[src/rtl/dlx_mem_pkg.sv]
// Shared encodings and defaults for the DLX/host memory bus arbiter.
// Arbiter state codes, owner codes and the latched memory command layout.
package dlx_mem_pkg;

  localparam logic [1:0] ST_IDLE   = 2'b00;
  localparam logic [1:0] ST_ACCESS = 2'b01;
  localparam logic [1:0] ST_DONE   = 2'b10;

  localparam int          DEF_WAIT_LIMIT   = 15;
  localparam logic [31:0] DEF_TIMEOUT_DATA = 32'hFFFF_FFFF;

  localparam logic OWNER_DLX  = 1'b0;
  localparam logic OWNER_HOST = 1'b1;

  typedef struct packed {
    logic [31:0] addr;
    logic [31:0] wdata;
    logic        we;
  } mem_cmd_t;

endpackage

[src/rtl/rr_arb2.sv]
// Two-way round-robin decision: a lone requester wins, a tie goes to the
// requester that did not win last time. req[0] is the DLX, req[1] the host.
module rr_arb2
  import dlx_mem_pkg::*;
(
  input  logic [1:0] req,
  input  logic       last,
  output logic       gnt
);

  always_comb begin
    gnt = last;
    case (req)
      2'b01:   gnt = OWNER_DLX;
      2'b10:   gnt = OWNER_HOST;
      2'b11:   gnt = ~last;
      default: gnt = last;
    endcase
  end

endmodule

[src/rtl/mem_bus_arbiter.sv]
// Arbitrates a DLX controller port and a host/loader port onto one memory
// command bus, with a bounded wait for MEM_ACK and a sticky timeout flag.
module mem_bus_arbiter
  import dlx_mem_pkg::*;
#(
  parameter int          WAIT_LIMIT   = DEF_WAIT_LIMIT,
  parameter logic [31:0] TIMEOUT_DATA = DEF_TIMEOUT_DATA
) (
  input  logic        CLK,
  input  logic        RESET,
  input  logic        DLX_MR,
  input  logic        DLX_MW,
  input  logic [31:0] DLX_ADDR,
  input  logic [31:0] DLX_WDATA,
  output logic        DLX_BUSY,
  output logic [31:0] DLX_RDATA,
  input  logic        HOST_RD,
  input  logic        HOST_WR,
  input  logic [31:0] HOST_ADDR,
  input  logic [31:0] HOST_WDATA,
  output logic        HOST_BUSY,
  output logic [31:0] HOST_RDATA,
  output logic [31:0] MEM_ADDR,
  output logic [31:0] MEM_WDATA,
  output logic        MEM_RE,
  output logic        MEM_WE,
  input  logic        MEM_ACK,
  input  logic [31:0] MEM_RDATA,
  output logic        TIMEOUT_ERR,
  input  logic        ERR_CLR,
  output logic        GNT_HOST,
  output logic [1:0]  ARB_STATE
);

  localparam int              CNT_W    = $clog2(WAIT_LIMIT) + 1;
  localparam logic [CNT_W-1:0] CNT_LAST = CNT_W'(WAIT_LIMIT - 1);

  logic [1:0]       state;
  logic [CNT_W-1:0] cnt;
  logic             owner;
  mem_cmd_t         cmd;
  mem_cmd_t         win_cmd;
  logic [31:0]      dlx_rdata_q;
  logic [31:0]      host_rdata_q;
  logic             err_q;

  logic        dlx_req;
  logic        host_req;
  logic        any_req;
  logic        winner;
  logic        timeout_hit;
  logic        finish;
  logic [31:0] rd_val;

  assign dlx_req  = DLX_MR | DLX_MW;
  assign host_req = HOST_RD | HOST_WR;
  assign any_req  = dlx_req | host_req;

  rr_arb2 u_rr_arb2 (
    .req  ({host_req, dlx_req}),
    .last (owner),
    .gnt  (winner)
  );

  // A requester raising both read and write is served as a write.
  always_comb begin
    win_cmd = '{addr: DLX_ADDR, wdata: DLX_WDATA, we: DLX_MW};
    if (winner == OWNER_HOST) begin
      win_cmd = '{addr: HOST_ADDR, wdata: HOST_WDATA, we: HOST_WR};
    end
  end

  // MEM_ACK in the final wait cycle still counts as a normal completion.
  assign timeout_hit = (state == ST_ACCESS) && !MEM_ACK && (cnt == CNT_LAST);
  assign finish      = (state == ST_ACCESS) && (MEM_ACK || timeout_hit);
  assign rd_val      = MEM_ACK ? MEM_RDATA : TIMEOUT_DATA;

  always_ff @(posedge CLK or posedge RESET) begin
    if (RESET) begin
      state <= ST_IDLE;
      cnt   <= '0;
      owner <= OWNER_HOST;
      cmd   <= '0;
    end else begin
      case (state)
        ST_IDLE: begin
          if (any_req) begin
            cmd   <= win_cmd;
            owner <= winner;
            cnt   <= '0;
            state <= ST_ACCESS;
          end
        end
        ST_ACCESS: begin
          cnt <= cnt + CNT_W'(1);
          if (finish) begin
            state <= ST_DONE;
          end
        end
        ST_DONE: state <= ST_IDLE;
        default: state <= ST_IDLE;
      endcase
    end
  end

  // Read data registers change only when a read of that port completes.
  always_ff @(posedge CLK or posedge RESET) begin
    if (RESET) begin
      dlx_rdata_q  <= '0;
      host_rdata_q <= '0;
    end else if (finish && !cmd.we) begin
      if (owner == OWNER_DLX) begin
        dlx_rdata_q <= rd_val;
      end else begin
        host_rdata_q <= rd_val;
      end
    end
  end

  always_ff @(posedge CLK or posedge RESET) begin
    if (RESET) begin
      err_q <= 1'b0;
    end else if (timeout_hit) begin
      err_q <= 1'b1;
    end else if (ERR_CLR) begin
      err_q <= 1'b0;
    end
  end

  // Strobes decode from state so a reset removes them without waiting for a clock.
  assign MEM_ADDR  = cmd.addr;
  assign MEM_WDATA = cmd.wdata;
  assign MEM_RE    = (state == ST_ACCESS) && !cmd.we;
  assign MEM_WE    = (state == ST_ACCESS) && cmd.we;

  assign DLX_BUSY   = dlx_req  && !((state == ST_DONE) && (owner == OWNER_DLX));
  assign HOST_BUSY  = host_req && !((state == ST_DONE) && (owner == OWNER_HOST));
  assign DLX_RDATA  = dlx_rdata_q;
  assign HOST_RDATA = host_rdata_q;

  assign TIMEOUT_ERR = err_q;
  assign GNT_HOST    = owner;
  assign ARB_STATE   = state;

endmodule

[config.mk]
export PLATFORM = sky130hd
export DESIGN_NAME = mem_bus_arbiter
export DESIGN_NICKNAME = d
export VERILOG_FILES = /design/src/rtl/dlx_mem_pkg.sv /design/src/rtl/rr_arb2.sv /design/src/rtl/mem_bus_arbiter.sv
export SDC_FILE = /design/constraint.sdc
export NUM_CORES = 1
export LEC_CHECK = 0
export ABC_AREA = 1
export BUFFER_PORTS_ARGS = -buffer_cell sky130_fd_sc_hd__buf_2
export CAP_MARGIN = 5
export CORE_MARGIN = 10
export CORE_UTILIZATION = 30
export DETAILED_ROUTE_END_ITERATION = 8
export SYNTH_ARGS = -nofsm -noshare
export SYNTH_HDL_FRONTEND = slang
export SYNTH_HIERARCHICAL = 1
export SYNTH_SLANG_ARGS = --single-unit
[constraint.sdc]
create_clock -name CLK -period 6.2 [get_ports CLK]
set_clock_uncertainty 0.15 [all_clocks]
set_input_delay 0.93 -clock CLK [delete_from_list [all_inputs] [get_ports CLK]]
set_output_delay 0.93 -clock CLK [all_outputs]
set_load 0.03 [all_outputs]
======== After elaboration in Yosys (flattened, before gate mapping) ========
Cells that the tools add are included.
storage, ports and cells
  register bits after elaboration ......... 138
  bits in latches ......................... 0
  memory bits (writable) .................. 0
  memory bits (read-only) ................. 0
  input port bits ......................... 168
  output and inout port bits .............. 136
  word-level logic and storage cells ...... 55
  memories kept ........................... 0
operators by class
  add/sub/neg operators ................... 1
  $mul .................................... 0
  div/mod/pow operators ................... 0
  $lt $le $gt $ge ......................... 0
  equality and inequality tests ........... 8
  shift operators ......................... 0
  mux-type cells .......................... 10
  bitwise gates (word level) .............. 4
  reductions and logical operators ........ 23
operators by type and width
  operator             count
  $mux 65              1
  $mux 32              1
  $logic_and 1x1->1    10
  $pmux 5 s2           1
  $reduce_and 2->1     5
  $eq 2x2->1 const B   3
  $add 5x1->5 const B  1
  $eq 5x4->1 const B   1
  $mux 5               1
  $eq 2x1->1 const B   2
  $logic_not 1->1      4
  $mux 2               2
  $ne 2x2->1 const B   2
  $pmux 2 s2           1
  $reduce_bool 2->1    2
  $or 1x1->1           3
  $pmux 1 s3           1
  $logic_not 2->1      1
  $mux 1               2
  $logic_or 1x1->1     1
  $not 1->1            1

======== Depth between registers and ports, before layout ========
Gate-level depths: netlist of the first run.
  depth in word-level cells ............... 7
  gate-level depth with buffers ........... 12
  mapped depth without buffers ............ 10

======== Cells and area by module ========
The synthesis of the first run kept the hierarchy.
by module, submodules not included
  module           times used  cells an instance  area each (um2)  seq. area each (um2)
  mem_bus_arbiter  1           934                7090.6           3454.6
  rr_arb2          1           5                  18.8             0.0

======== Worst setup path after synthesis of the first run ========
Ideal clock, no wire load.
  path kind ............................... register -> output
  from .................................... reg owner (netlist: GNT_HOST)
  to ...................................... out HOST_BUSY
  data arrival time ....................... 1.320 ns
  data required time ...................... 5.120 ns
  path slack .............................. 3.800 ns
  cell stages (with the launch flop) ...... 5
  buffers on the path ..................... 1
  path through ............................ dfstp_2 clkbuf_1 inv_2 o21ai_0 inv_1
between the ends
  word-level cells in the longest chain between the ends .. 3
RTL lines
  what                    line                    text
  from (decl)             mem_bus_arbiter.sv:40   logic owner;
  from (signal assigned)  mem_bus_arbiter.sv:89   owner <= winner;
  $logic_and 1x1->1       mem_bus_arbiter.sv:137  assign HOST_BUSY = host_req && !((state == ST_DONE) && (owner == OWNER_HOST));
  $logic_not 1->1         mem_bus_arbiter.sv:137
  $logic_and 1x1->1       mem_bus_arbiter.sv:137
  to (decl)               mem_bus_arbiter.sv:21   output logic HOST_BUSY,
No other way between the ends.

======== Worst setup path in the final report of the first run ========
Ends and elaborated chain as after synthesis.

==> results of run 1 <==
[registers in the layout, summed over array words and instances (netlist names), 2 cells and up]
register,flops
DLX_RDATA,32
HOST_RDATA,32
MEM_ADDR,32
MEM_WDATA,32
cnt,5
ARB_STATE,2
[routing by layer]
layer | vias up | wire length [µm] | global-route usage
met5 | - | 0 | 0
met4 | 0 | 264 | 0.0413
met3 | 16 | 1720 | 0.0488
met2 | 225 | 10200 | 0.229
met1 | 2930 | 9750 | 0.177
li1 | 3271 | - | -
[tightest hold or removal path: stages, from the launching register on]
cell and delay, ps:
sky130_fd_sc_hd__dfrtp_1 340, sky130_fd_sc_hd__nand2_1 50, sky130_fd_sc_hd__nand2_1 40
[Yosys cell counts, types with 2 or more instances]
library cell / instances
sky130_fd_sc_hd__dfrtp_1: 137
sky130_fd_sc_hd__nor2_1: 4
sky130_fd_sc_hd__ha_1: 2
sky130_fd_sc_hd__inv_1: 16
sky130_fd_sc_hd__o21ai_0: 9
sky130_fd_sc_hd__buf_2: 26
sky130_fd_sc_hd__nand3_1: 3
sky130_fd_sc_hd__buf_6: 6
sky130_fd_sc_hd__clkbuf_1: 17
sky130_fd_sc_hd__o21ai_1: 3
sky130_fd_sc_hd__inv_2: 4
sky130_fd_sc_hd__nand2_2: 2
sky130_fd_sc_hd__buf_4: 65
sky130_fd_sc_hd__buf_1: 8
sky130_fd_sc_hd__or2_2: 33
sky130_fd_sc_hd__nand3_2: 2
sky130_fd_sc_hd__nand4_1: 65
sky130_fd_sc_hd__nand2_1: 529
[area by class of cell]
type                    instances  area share
inverters                      20     0.00902
clock buffers                  18      0.0494
well taps                     319      0.0449
clock inverters                14      0.0177
flip-flops and latches        138       0.389
repair buffers                307       0.174
multi-input cells             659       0.316
[power by group through the flow]
| stage | logic (µW) | clock network, µW | registers, µW |
|---|---|---|---|
| global route | 2860 | 1110 | 1680 |
| global placement | 2610 | 0 | 1630 |
| finish | 2590 | 1040 | 1620 |
| detailed placement | 2650 | 0 | 1620 |
| CTS | 2640 | 1070 | 1620 |
| floorplan | 1750 | 0 | 1970 |
[cells by family after synthesis]
kind of cell,Yosys count,synth area share
flip-flops,138,0.486
AND/OR/NAND/NOR,642,0.379
buffers and inverters,142,0.120
XOR/XNOR,1,0.00123
adder cells (fa/ha/maj),2,0.00352
AO/OA/AOI/OAI,14,0.0100
[per-stage QoR]
step / util / cell area, µm² / setup WS [ps]
2_1_floorplan: - / 7110 / 1430
3_3_place_gp: 0.354 / 8290 / 2550
3_5_place_dp: 0.354 / 8290 / 2550
4_1_cts: 0.380 / 8880 / 2610
5_1_grt: 0.380 / 8880 / 2460
6_report: 0.380 / 8880 / 2670
[final timing paths]
path | start | endpoint | slack (ps) | depth (start not counted)
setup / recovery | GNT_HOST$_DFFE_PP1P_ | HOST_BUSY | 2670 | 4
hold / removal | DLX_RDATA[14]$_DFFE_PP0P_ | DLX_RDATA[14]$_DFFE_PP0P_ | 320 | 2
setup reg to reg | ARB_STATE[1]$_DFFE_PP0P_ | HOST_RDATA[21]$_DFFE_PP0P_ | 3340 | 7
hold reg to reg | DLX_RDATA[14]$_DFFE_PP0P_ | DLX_RDATA[14]$_DFFE_PP0P_ | 320 | 2
max in group asynchronous | RESET | HOST_RDATA[16]$_DFFE_PP0P_ | 4170 | 3
min in group asynchronous | RESET | MEM_ADDR[5]$_DFFE_PP0P_ | 500 | 2
==> results.toml, run 1 <==
[clocking]
clk_pin_slew_worst_paths_ps = 60
htree_levels = 4
ctsResizeCount = 0
tritoncts_num_sinks = 138
cts-buffers-inserted = 17
clockBufferDepth = 2
post_cts.repair.setup_buffers = 0
clkLatencyLatePin_ps = 410
cts_root_buf = "sky130_fd_sc_hd__clkbuf_16"
holdBufCountCts = 0
tritoncts_clock_tree = "built"

[worst_setup_path]
worstSetupEndpointType = "output port"
critical_path.cell_chain = "inv_2 -> o21ai_0 -> inv_1 -> buf_2"
critical_path_peak_fanout = 39
critical-path-top-delay-family = "flip-flops"
worst-path-buf-inv = 3
path_class = "register to output port"
crit_path_start_kind = "register"
arrival_time_at_the_worst_endpoint_ps = 2450
required_arrival_time_at_the_worst_endpoint_ps = 5120
critPathSlowestCell = "sky130_fd_sc_hd__dfstp_2"
critPathMaxStageDelay_ps = 1040

[yosys]
synthArstFlopShare = 1.00
synth-warning-count = 6
seq_cells_post_synth = 138
netlist_top_cells_area = "sky130_fd_sc_hd__dfrtp_1 (48%), sky130_fd_sc_hd__nand2_1 (28%), sky130_fd_sc_hd__buf_4 (6.9%), sky130_fd_sc_hd__nand4_1 (5.7%), sky130_fd_sc_hd__or2_2 (2.9%)"
syn_area_um2 = 7110
synth_top_flop_cell = "sky130_fd_sc_hd__dfrtp_1"
seq_total_area_yosys = 0.486
post-synth-top-area-cell = "sky130_fd_sc_hd__dfrtp_1"
count_of_different_cell_masters_after_synthesis = 26
post_synth.cell_area_avg_um2 = 7.57
synth_top_cell_area_share = 0.482
postSynthNetCount = 1109
synth_cells = 939
synth-edff-count = 0

[power]
p_int_uw = 2630
finalPower_uw = 5240
power_switching_share = 0.499
leakage_uw = 0.00518
comb_pwr_share = 0.493
power.share.sequential = 0.309
power_frac_clock = 0.198
power-per-cell-area_nw_per_um2 = 590
switching_power_uw = 2610
vdd_drop_max_mv = 0.345

[run_status]
run_status = "completed"

[drt]
detail-route-antenna-nets = 0
wl_per_cell_um = 14.9
route.final.wire_length_um = 21900
detailroute.via_count = 6442
drt_pre_antenna_iters = 4
drc_violation_total_after_the_first_tritonroute_iteration = 559
route.detailed.drc = 0
via_per_inst = 4.37

[grt]
grt_pass1_vias = 6571
globalRouteTotalUtil = 0.143
grt_pass1_wl_um = 35600
grt_antenna_before_repair = 0
grt_max_degree = 79
globalRoute.totalOverflow = 0

[floorplan]
fp.dieH_um = 174
number_of_core_rows = 56
start_util = 0.304
fp.dieW_um = 174
core_area_um2 = 23400
die_area_um2 = 30300
io-pin-count = 304

[final_layout]
finish.cell_count_without_fillers = 1475
final_cell_mix = "sky130_fd_sc_hd__nand2_1 (527), sky130_fd_sc_hd__buf_2 (303), sky130_fd_sc_hd__dfrtp_1 (137)"
layout_commonest_cell = "sky130_fd_sc_hd__nand2_1"
area.sequential_um2 = 3450
antenna_cells_inserted = 0
number_of_nets_in_the_final_layout = 1313
total_area_of_multi_input_combinational_cells_um2 = 2810
syn2layout_area_growth_pct = 24.9
num-fill-cells = 2531
layout-drive-gt1-share = 0.336

[sta]
max_slew.worst_pin.slew_ps = 1080
report.final.slew_viol_count = 0
max-slew-margin-rel = 0.278
finalCritPeriodShare = 0.570
setup_viol_count_final = 0
hold_slack_ps = 316
setup_tns_ps = 0
timing_hold_violations_final = 0
grt_setup_unrepaired = "false"
clock.fmax_mhz = 283
fin_crit_ps = 3530

[placement]
gp_routability_congestion = 0.794
detailed_place_hpwl_um = 15800
placedCellCount = 1443
io_buffer_count = 303

[min_path]
min-delay-path-class = "register to register"

[job]
max_cap_violations = 0
(Power assumes the default switching activity.)
==> inputs of run 2 (changes only) <==
--- a/config.mk
+++ b/config.mk
@@ -5,7 +5,7 @@
 export SDC_FILE = /design/constraint.sdc
 export NUM_CORES = 1
 export LEC_CHECK = 0
-export ABC_AREA = 1
+export ABC_AREA = 0
 export BUFFER_PORTS_ARGS = -buffer_cell sky130_fd_sc_hd__buf_2
 export CAP_MARGIN = 5
 export CORE_MARGIN = 10
==> constraint.sdc (replaced) <==
create_clock -name CLK -period 3.5 [get_ports CLK]
set_clock_uncertainty 0.15 [all_clocks]
set_input_delay 0.525 -clock CLK [delete_from_list [all_inputs] [get_ports CLK]]
set_output_delay 0.525 -clock CLK [all_outputs]
set_load 0.03 [all_outputs]
==> run 2 against run 1 <==
  * Count of clock-buffer cells in the layout is 1 lower
  * Sequential power is 73% higher
  * Setup slack worse by 1700 ps
  * Sequential cell count stayed put
  * Power is 73% higher
  * First-iteration DRC count is 41% lower
  * Hold slack worse by 290 ps
  * Synthesized area is 6.9% lower
  * Largest cell class unchanged
==> results.toml, run 2 <==
[yosys]
syn_area_um2 = 6620
seq_cells_post_synth = 138
synth_top_flop_cell = "sky130_fd_sc_hd__dfrtp_1"
post_synth_and_or_nand_nor_area_fraction = 0.0183
synthesized_area_fraction_occupied_by_ao_oa_aoi_and_oai_cells = 0.106
synthArstFlopShare = 1.00
synth_top_cell_area_share = 0.518
synth_cells = 470
main_combinational_cell_family_by_area_after_synthesis = "multiplexers"
synth_common_cells = "sky130_fd_sc_hd__dfrtp_1 (137), sky130_fd_sc_hd__mux2_2 (100), sky130_fd_sc_hd__buf_4 (64), sky130_fd_sc_hd__o22a_1 (64), sky130_fd_sc_hd__mux2_4 (30)"
synth_xor_xnor_area_share = 0
post_synth_fa_ha_maj_area_fraction = 0.00378
postSynthNetCount = 640
synth-warning-count = 6
synthMostInstantiatedCell = "sky130_fd_sc_hd__dfrtp_1"
count_of_different_cell_masters_after_synthesis = 33
synth-edff-count = 0
post_synth.cell_area_avg_um2 = 14.1
post-synth-top-area-cell = "sky130_fd_sc_hd__dfrtp_1"
synth_mux_area_frac = 0.243
netlist_top_cells_area = "sky130_fd_sc_hd__dfrtp_1 (52%), sky130_fd_sc_hd__mux2_2 (17%), sky130_fd_sc_hd__o22a_1 (8.5%), sky130_fd_sc_hd__buf_4 (7.3%), sky130_fd_sc_hd__mux2_4 (6.8%)"
seq_total_area_yosys = 0.522

[final_layout]
layout-drive-gt1-share = 0.670
finish.cell_count_without_fillers = 1003
final_cell_mix = "sky130_fd_sc_hd__buf_2 (303), sky130_fd_sc_hd__dfrtp_1 (137), sky130_fd_sc_hd__mux2_2 (100)"
number_of_nets_in_the_final_layout = 879
layout_commonest_cell = "sky130_fd_sc_hd__buf_2"
syn2layout_area_growth_pct = 29.3
num-fill-cells = 2129

[floorplan]
number_of_core_rows = 54
fp.dieW_um = 169
start_util = 0.304
io-pin-count = 304
core_area_um2 = 21800
die_area_um2 = 28400
fp.dieH_um = 169

[power]
leakage_uw = 0.00402
power-per-cell-area_nw_per_um2 = 1060
vdd_drop_max_mv = 0.467
finalPower_uw = 9070

[drt]
route.final.wire_length_um = 18700
wl_per_cell_um = 18.6
detailroute.via_count = 4558
via_per_inst = 4.54
drc_violation_total_after_the_first_tritonroute_iteration = 328
route.detailed.drc = 0
drt_pre_antenna_iters = 4
detail-route-antenna-nets = 0

[worst_setup_path]
critical-path-top-delay-family = "multiplexers"
critPathSlowestCell = "sky130_fd_sc_hd__dfstp_2"
arrival_time_at_the_worst_endpoint_ps = 2640
worst-path-buf-inv = 1
crit_path_start_kind = "register"
critPathMaxStageDelay_ps = 660
required_arrival_time_at_the_worst_endpoint_ps = 3650
critical_path_peak_fanout = 58
critical_path.cell_chain = "mux2i_4 -> buf_12 -> mux2_2 -> mux2_4"
worstSetupEndpointType = "register"
path_class = "register to register"

[run_status]
run_status = "completed"

[clocking]
ctsResizeCount = 0
htree_levels = 4
clk_pin_slew_worst_paths_ps = 80
tritoncts_num_sinks = 138
cts_root_buf = "sky130_fd_sc_hd__clkbuf_16"
tritoncts_clock_tree = "built"
clkLatencyLatePin_ps = 410
post_cts.repair.setup_buffers = 0
cts-buffers-inserted = 17
holdBufCountCts = 0
clockBufferDepth = 2

[grt]
grt_pass1_wl_um = 29400
globalRoute.totalOverflow = 0
grt_max_degree = 59
grt_antenna_before_repair = 1
globalRouteTotalUtil = 0.129
grt_pass1_vias = 5019

[sta]
setup_slack_ps = 1010
fin_crit_ps = 2490
report.final.slew_viol_count = 0
setup_tns_ps = 0
clock.fmax_mhz = 401
grt_setup_unrepaired = "false"
timing_hold_violations_final = 0
finalCritPeriodShare = 0.712
max_slew.worst_pin.slew_ps = 612
max-slew-margin-rel = 0.591
setup_viol_count_final = 0

[min_path]
min-delay-path-class = "input pin to async pin"

[placement]
detailed_place_hpwl_um = 14100
gp_routability_congestion = 0.741
placedCellCount = 970
io_buffer_count = 303
place_ws_ps = 802

[job]
max_cap_violations = 0
## run 2: changes by cell type after synthesis, moves of 5 or more
cell	previous run	this run
sky130_fd_sc_hd__buf_1	8	0
sky130_fd_sc_hd__nand2_1	529	0
sky130_fd_sc_hd__inv_1	16	9
sky130_fd_sc_hd__nand4_1	65	2
sky130_fd_sc_hd__mux2_4	0	30
sky130_fd_sc_hd__buf_2	26	5
sky130_fd_sc_hd__o21ai_0	9	1
sky130_fd_sc_hd__o22a_1	0	64
sky130_fd_sc_hd__or2_2	33	2
sky130_fd_sc_hd__buf_6	6	11
sky130_fd_sc_hd__mux2_2	0	100
## run 2: final cells by class
cell class / instances / area, µm² / share of cell area
clock inverter: 15 / 204 / 0.0238
timing repair buffer: 313 / 1620 / 0.189
multi-input combinational: 230 / 2470 / 0.289
antenna: 1 / 2.50 / 0.000292
clock buffer: 17 / 425 / 0.0497
sequential: 138 / 3450 / 0.403
inverter: 9 / 37.5 / 0.00438
tap: 280 / 350 / 0.0409
## run 2: where the power goes
group	switching, µW	internal [µW]	total (µW)
Clock	863	978	1840
Sequential	443	2350	2800
Combinational	2680	1750	4430
Total	3990	5090	9070
## run 2: cell families after synthesis
group                    Yosys count
adder cells (fa/ha/maj)            2
flip-flops                       138
buffers and inverters            102
AO/OA/AOI/OAI                     77
AND/OR/NAND/NOR                   18
multiplexers                     133
## run 2: routing by layer
metal	wire, µm	part of all wire	vias to the layer above	global-route usage
met5	0	0	-	0
met4	214	0.011	0	0.0363
met3	1620	0.087	11	0.0588
met2	9280	0.50	181	0.213
met1	7560	0.40	2240	0.147
li1	-	-	2126	-
## run 2: through the flow
stage,cell area [µm²],util,hold slack (ps)
finish,8560,0.394,23.9
global route,8560,0.394,46.2
CTS,8560,0.393,9.78
detailed placement,7930,0.365,322
global placement,7930,0.365,314
floorplan,6630,-,331
## run 2: worst paths after layout
path	startpoint	end	slack, ps	depth (start not counted)
worst min-delay path	RESET	DLX_RDATA[9]$_DFFE_PP0P_	20	2
worst max-delay path	GNT_HOST$_DFFE_PP1P_	MEM_WDATA[26]$_DFFE_PP0P_	1010	4
min in group CLK	ERR_CLR	TIMEOUT_ERR$_DFFE_PP0P_	130	2
worst max register to register	GNT_HOST$_DFFE_PP1P_	MEM_WDATA[26]$_DFFE_PP0P_	1010	4
worst min register to register	DLX_RDATA[28]$_DFFE_PP0P_	DLX_RDATA[28]$_DFFE_PP0P_	330	1
max in group asynchronous	RESET	MEM_WDATA[4]$_DFFE_PP0P_	2230	3
